==> src/rtl/four_input_or_pkg.sv <==
// ----------------------------------------------------------------------------
// four_input_or_pkg
// Shared constants for the four-input OR block and its lanes.
//   SRC_A..SRC_D   : per-lane source codes reported on src_q (a has top priority)
//   CNT_W_DEFAULT  : default width of the optional lane-0 activity counter
// ----------------------------------------------------------------------------
package four_input_or_pkg;

    localparam logic [1:0] SRC_A = 2'd0;
    localparam logic [1:0] SRC_B = 2'd1;
    localparam logic [1:0] SRC_C = 2'd2;
    localparam logic [1:0] SRC_D = 2'd3;

    localparam int CNT_W_DEFAULT = 16;

endpackage : four_input_or_pkg

==> src/rtl/four_input_or_gate_a_or4_lane.sv <==
// ----------------------------------------------------------------------------
// or4_lane
// One lane of the four-input OR: combinational OR plus registered copy,
// rise/fall pulses and a priority code of the lowest-lettered active input.
// Ports:
//   clk, rst_n      : clock, asynchronous active-low reset
//   a, b, c, d      : lane inputs
//   e               : combinational a|b|c|d
//   e_q             : e delayed by one clock
//   e_rise, e_fall  : one-cycle registered edge pulses of e
//   src_q           : registered source code (SRC_A when e is 0)
// ----------------------------------------------------------------------------
module or4_lane
    import four_input_or_pkg::*;
(
    input  logic       clk,
    input  logic       rst_n,
    input  logic       a,
    input  logic       b,
    input  logic       c,
    input  logic       d,
    output logic       e,
    output logic       e_q,
    output logic       e_rise,
    output logic       e_fall,
    output logic [1:0] src_q
);

    logic       e_s;
    logic [1:0] src_s;
    logic       e_q_r;
    logic       e_rise_r;
    logic       e_fall_r;
    logic [1:0] src_q_r;

    // Lane OR; purely combinational so it is valid with the clock stopped or in reset.
    assign e_s = a | b | c | d;
    assign e   = e_s;

    // Fixed-priority encode a > b > c > d; an idle lane reports SRC_A (code 0).
    always_comb begin
        src_s = SRC_A;
        if (a) begin
            src_s = SRC_A;
        end else if (b) begin
            src_s = SRC_B;
        end else if (c) begin
            src_s = SRC_C;
        end else if (d) begin
            src_s = SRC_D;
        end else begin
            src_s = SRC_A;
        end
    end

    // Registered copy, edge pulses and source code. Comparing against e_q_r
    // means the first edge after reset sees a previous value of 0.
    always_ff @(posedge clk or negedge rst_n) begin
        if (!rst_n) begin
            e_q_r    <= 1'b0;
            e_rise_r <= 1'b0;
            e_fall_r <= 1'b0;
            src_q_r  <= SRC_A;
        end else begin
            e_q_r    <= e_s;
            e_rise_r <= e_s & ~e_q_r;
            e_fall_r <= ~e_s & e_q_r;
            src_q_r  <= src_s;
        end
    end

    assign e_q    = e_q_r;
    assign e_rise = e_rise_r;
    assign e_fall = e_fall_r;
    assign src_q  = src_q_r;

endmodule : or4_lane

==> src/rtl/four_input_or_gate_a.sv <==
// ----------------------------------------------------------------------------
// four_input_or_gate_a
// Bitwise four-input OR across WIDTH independent lanes, used where several
// request/flag sources merge into one.
// Parameters:
//   WIDTH  : number of lanes
//   CNT_W  : activity counter width (only meaningful with the stats build)
// Ports:
//   clk, rst_n      : clock, asynchronous active-low reset
//   a, b, c, d      : lane inputs, lane i uses bit i
//   e               : combinational a|b|c|d
//   e_q             : e registered (1-cycle latency)
//   e_rise, e_fall  : registered one-cycle edge pulses per lane
//   src_q           : 2 bits per lane, lowest-lettered active input (a=0..d=3)
//   act_cnt         : saturating count of lane-0 e_rise pulses
// Build option: define FOUR_INPUT_OR_GATE_A_STATS_EN to add act_cnt and its
// counter; without it the port and counter do not exist.
// ----------------------------------------------------------------------------
module four_input_or_gate_a
    import four_input_or_pkg::*;
#(
    parameter int WIDTH = 1,
    parameter int CNT_W = CNT_W_DEFAULT
) (
    input  logic                 clk,
    input  logic                 rst_n,
    input  logic [WIDTH-1:0]     a,
    input  logic [WIDTH-1:0]     b,
    input  logic [WIDTH-1:0]     c,
    input  logic [WIDTH-1:0]     d,
    output logic [WIDTH-1:0]     e,
    output logic [WIDTH-1:0]     e_q,
    output logic [WIDTH-1:0]     e_rise,
    output logic [WIDTH-1:0]     e_fall,
    output logic [2*WIDTH-1:0]   src_q
`ifdef FOUR_INPUT_OR_GATE_A_STATS_EN
    ,
    output logic [CNT_W-1:0]     act_cnt
`endif
);

    // Reject a counter width that cannot hold any count.
    if (CNT_W < 1) begin : g_cnt_w_invalid
        $error("four_input_or_gate_a: CNT_W must be at least 1");
    end

    for (genvar i = 0; i < WIDTH; i++) begin : g_lane
        or4_lane u_lane (
            .clk    (clk),
            .rst_n  (rst_n),
            .a      (a[i]),
            .b      (b[i]),
            .c      (c[i]),
            .d      (d[i]),
            .e      (e[i]),
            .e_q    (e_q[i]),
            .e_rise (e_rise[i]),
            .e_fall (e_fall[i]),
            .src_q  (src_q[2*i+1:2*i])
        );
    end

`ifdef FOUR_INPUT_OR_GATE_A_STATS_EN
    logic [CNT_W-1:0] act_cnt_r;

    // Count lane-0 rise pulses, holding at all-ones instead of wrapping.
    always_ff @(posedge clk or negedge rst_n) begin
        if (!rst_n) begin
            act_cnt_r <= '0;
        end else if (e_rise[0] && (act_cnt_r != {CNT_W{1'b1}})) begin
            act_cnt_r <= act_cnt_r + CNT_W'(1);
        end else begin
            act_cnt_r <= act_cnt_r;
        end
    end

    assign act_cnt = act_cnt_r;
`endif

endmodule : four_input_or_gate_a

==> config.mk <==
export PLATFORM = sky130hd
export DESIGN_NAME = four_input_or_gate_a
export DESIGN_NICKNAME = d
export VERILOG_FILES = /design/src/rtl/four_input_or_pkg.sv /design/src/rtl/four_input_or_gate_a_or4_lane.sv /design/src/rtl/four_input_or_gate_a.sv
export SDC_FILE = /design/constraint.sdc
export NUM_CORES = 1
export LEC_CHECK = 0
export CAP_MARGIN = 5
export CORE_AREA = 2 2 39 41
export DETAILED_ROUTE_END_ITERATION = 12
export DIE_AREA = 0 0 41 43
export PLACE_DENSITY = 0.48
export SETUP_SLACK_MARGIN = 0.3
export SYNTH_ARGS = -nofsm -noshare
export SYNTH_HDL_FRONTEND = slang
export SYNTH_SLANG_ARGS = --single-unit
==> constraint.sdc <==
create_clock -name clk -period 0.9 [get_ports clk]
set_input_delay 0.225 -clock clk [delete_from_list [all_inputs] [get_ports clk]]
set_output_delay 0.225 -clock clk [all_outputs]
set_load 0.02 [all_outputs]
==> metrics.md <==
| Metric | Value |
|---|---|
| CTS Hold Bufs | 0 |
| Drt drc | 0 |
| Yosys warning count | 0 |
| Slowest CP cell | nor4_4 |
| Via-to-Cell Ratio | 3.43 |
| RSZ-0062 raised after global routing | yes |
| Setup-failing EPs final | 8 |
| CTS clock-pin slew for the worst setup and hold paths | 40 ps |
| Crit path max-delay family | buffers and inverters |
| Setup crit start | a |
| WP buf/inv | 3 |
| GRT Util Overall | 0.0566 |
| Drt pass-1 iters | 1 |
| Routed wire per std cell | 7.57 µm |
| Sequential fraction of the synthesis area | 0.714 |
| Vias in the first global route | 177 |
| M1 GR Usage | 0.0623 |
| # port buffers | 11 |
| Worst-path fanout max | 2 |
| Commonest non-fill, non-tap cell in the layout | buf_6 |
| Detail Route Antenna Nets | 0 |
| GR Util met3 | 0.0471 |
| First-pass GRT wire length | 621 µm |
| CP Cell Sequence | buf_8 > nor4_4 > inv_2 > buf_6 |
| Slew @ Worst Pin | 240 ps |
| Met2 usage in global routing | 0.0688 |
| Post-Layout Inst Area | 434 µm² |
| PD cells | 1370 mW/mm² |
| Clock sinks | 5 |
| Worst hold start | a |
| Crit path required time | 670 ps |
| Largest stage delay, worst path | 290 ps |
| Fin nets | 45 |
| Setup crit end kind | primary output |
| Top area cells in the synthesized netlist | dfrtp_1 (71%), nor4_2 (7.1%), inv_1 (4.3%) |
| TritonCTS buffer count | 3 |
| Busiest grt layer | met2 |
| GPL Wtd Cong | 0.543 |
| Post-DP HPWL | 325 µm |
| Library cells used by synthesis | 8 |
| Cell Rows | 14 |
| Share of post-route cells with drive strength above 1 | 0.711 |
| Largest net degree at the start of global routing | 6 |
| Placed Cells | 47 |
| Final worst slack | -144 ps |
| Placed Area | 360 µm² |
| Worst r2r src | g_lane[0].u_lane.e_q |
| Routed vias | 185 |
| Netlist Area Pre-Place | 175 µm² |
| CTS root buf | clkbuf_4 |
| Initial Util | 0.127 |
| Final Core Density | 0.314 |
| Tcrit/Tclk final | 1.16 |
| Die W | 41 µm |
| Clk_lat worst skew | 230 ps |
| Avg Cell Area, Syn | 12.5 µm² |
| Leak pwr | 0.000208 µW |
| Max-slew violation count | 0 |
| Rel. slew slack | 0.839 |
| Clock skew | 1.89 ps |
| Core footprint | 0.00138 mm² |
| CTS tree | done |
| Worst EP arrival | 820 ps |
| CTS H-tree depth | 1 |
| Layout area overhead | 148% |
| MaxCap Viol Count | 0 |
| GRT overflow | 0 |
| Ant diodes | 0 |
| Startpoint Class | primary input |
| Failing checks | setup timing |
| Worst VDD drop | 0.366 mV |
| Fmax | 0.958 GHz |
| Post-Syn Nets | 20 |
| Initial antenna violation count | 0 |
| Commonest cells after routing, fill and taps aside | buf_6 (9), buf_4 (6), dfrtp_1 (4), clkbuf_4 (3) |
| Critical setup path kind | primary input to primary output |
| Number of synthesized register bits | 5 |
| HP Class | primary input to register |
| Count of mapped cells out of synthesis | 14 |
| Yosys top cell by area | dfrtp_1 |
| 1st-iter DRT viols | 0 |
| Period minus WS final | 1040 ps |
| Synth top area share | 0.714 |
| Layout Cells excl Fill | 54 |
| I/O pins | 12 |
| Outcome | finished with violations |
| Final wirelength | 409 µm |
| Clock tree buffer depth | 2 |
| Final Hold Viols | 0 |
| Die Ht | 43 µm |
| Die Area | 0.00176 mm² |
-- cell type report --
type / count / area (µm²)
Sequential cell: 5 / 126
Fill cell: 145 / 950
Inverter: 2 / 7.51
Timing Repair Buffer: 20 / 196
Multi-Input combinational cell: 7 / 57.6
Clock buffer: 4 / 26.3
Tap cell: 16 / 20.0
-- metal layers --
layer	wire length (µm)	vias to the layer above
li1	-	93
met3	66	0
met4	0	0
met1	161	80
met2	180	12
met5	0	-
-- stage by stage --
step	power (µW)	hold WS, ps	setup WS [ps]	TNS [ps]
4_1_cts	607	189	-143	-532
3_5_place_dp	336	457	-935	-3820
6_report	594	191	-144	-492
3_3_place_gp	335	454	-932	-3730
5_1_grt	629	190	-186	-734
2_1_floorplan	264	-70.6	49.8	0
-- worst paths after layout --
path                            cells past startpoint                       to  slack (ps)
worst max-delay path                                4                        e        -140
worst min-delay path                                3     g_lane[0].u_lane.e_q         190
worst max register to register                      2  g_lane[0].u_lane.e_fall         130
worst min register to register                      2  g_lane[0].u_lane.e_rise         530
max in group asynchronous                           1     g_lane[0].u_lane.e_q         500
min in group asynchronous                           1  g_lane[0].u_lane.e_rise         200
-- worst min-delay path, cell delays in order --
cell and delay [ps]:
buf_8 70, nor4_4 40, inv_2 50
-- logic make-up after synthesis --
kind of cell | count (synthesis) | share of synthesized area
compound gates | 1 | 0.0285
flops | 5 | 0.714
buf+inv | 2 | 0.0429
simple gates | 6 | 0.214
-- repair_timing --
action	4_1_cts	5_1_grt
setup buffers	3	0
setup endpoints to repair	11	10
pin swaps	2	2
gates resized for setup	60	3
hold endpoints to repair	0	0
-- where the power goes --
group | internal (µW) | leakage [µW] | switching [µW] | total, µW
combinational | 64.5 | 0.000131 | 43.5 | 108
clock | 167 | 0.0000150 | 80.7 | 248
sequential | 235 | 0.0000620 | 4.27 | 239
-- state kept, by name, indices dropped and copies added, names as in the netlist --
register / flops
g_lane.u_lane.src_q: 2
g_lane.u_lane.e_rise: 1
g_lane.u_lane.e_q: 1
g_lane.u_lane.e_fall: 1
-- cells in the mapped netlist, drive strengths merged --
library cell and n:
dfrtp 5, a21oi 1, nand2b 1, and2 1
nor3 1, nor2 2, nor4 1, inv 2
Power figures use the tool's default switching activity.
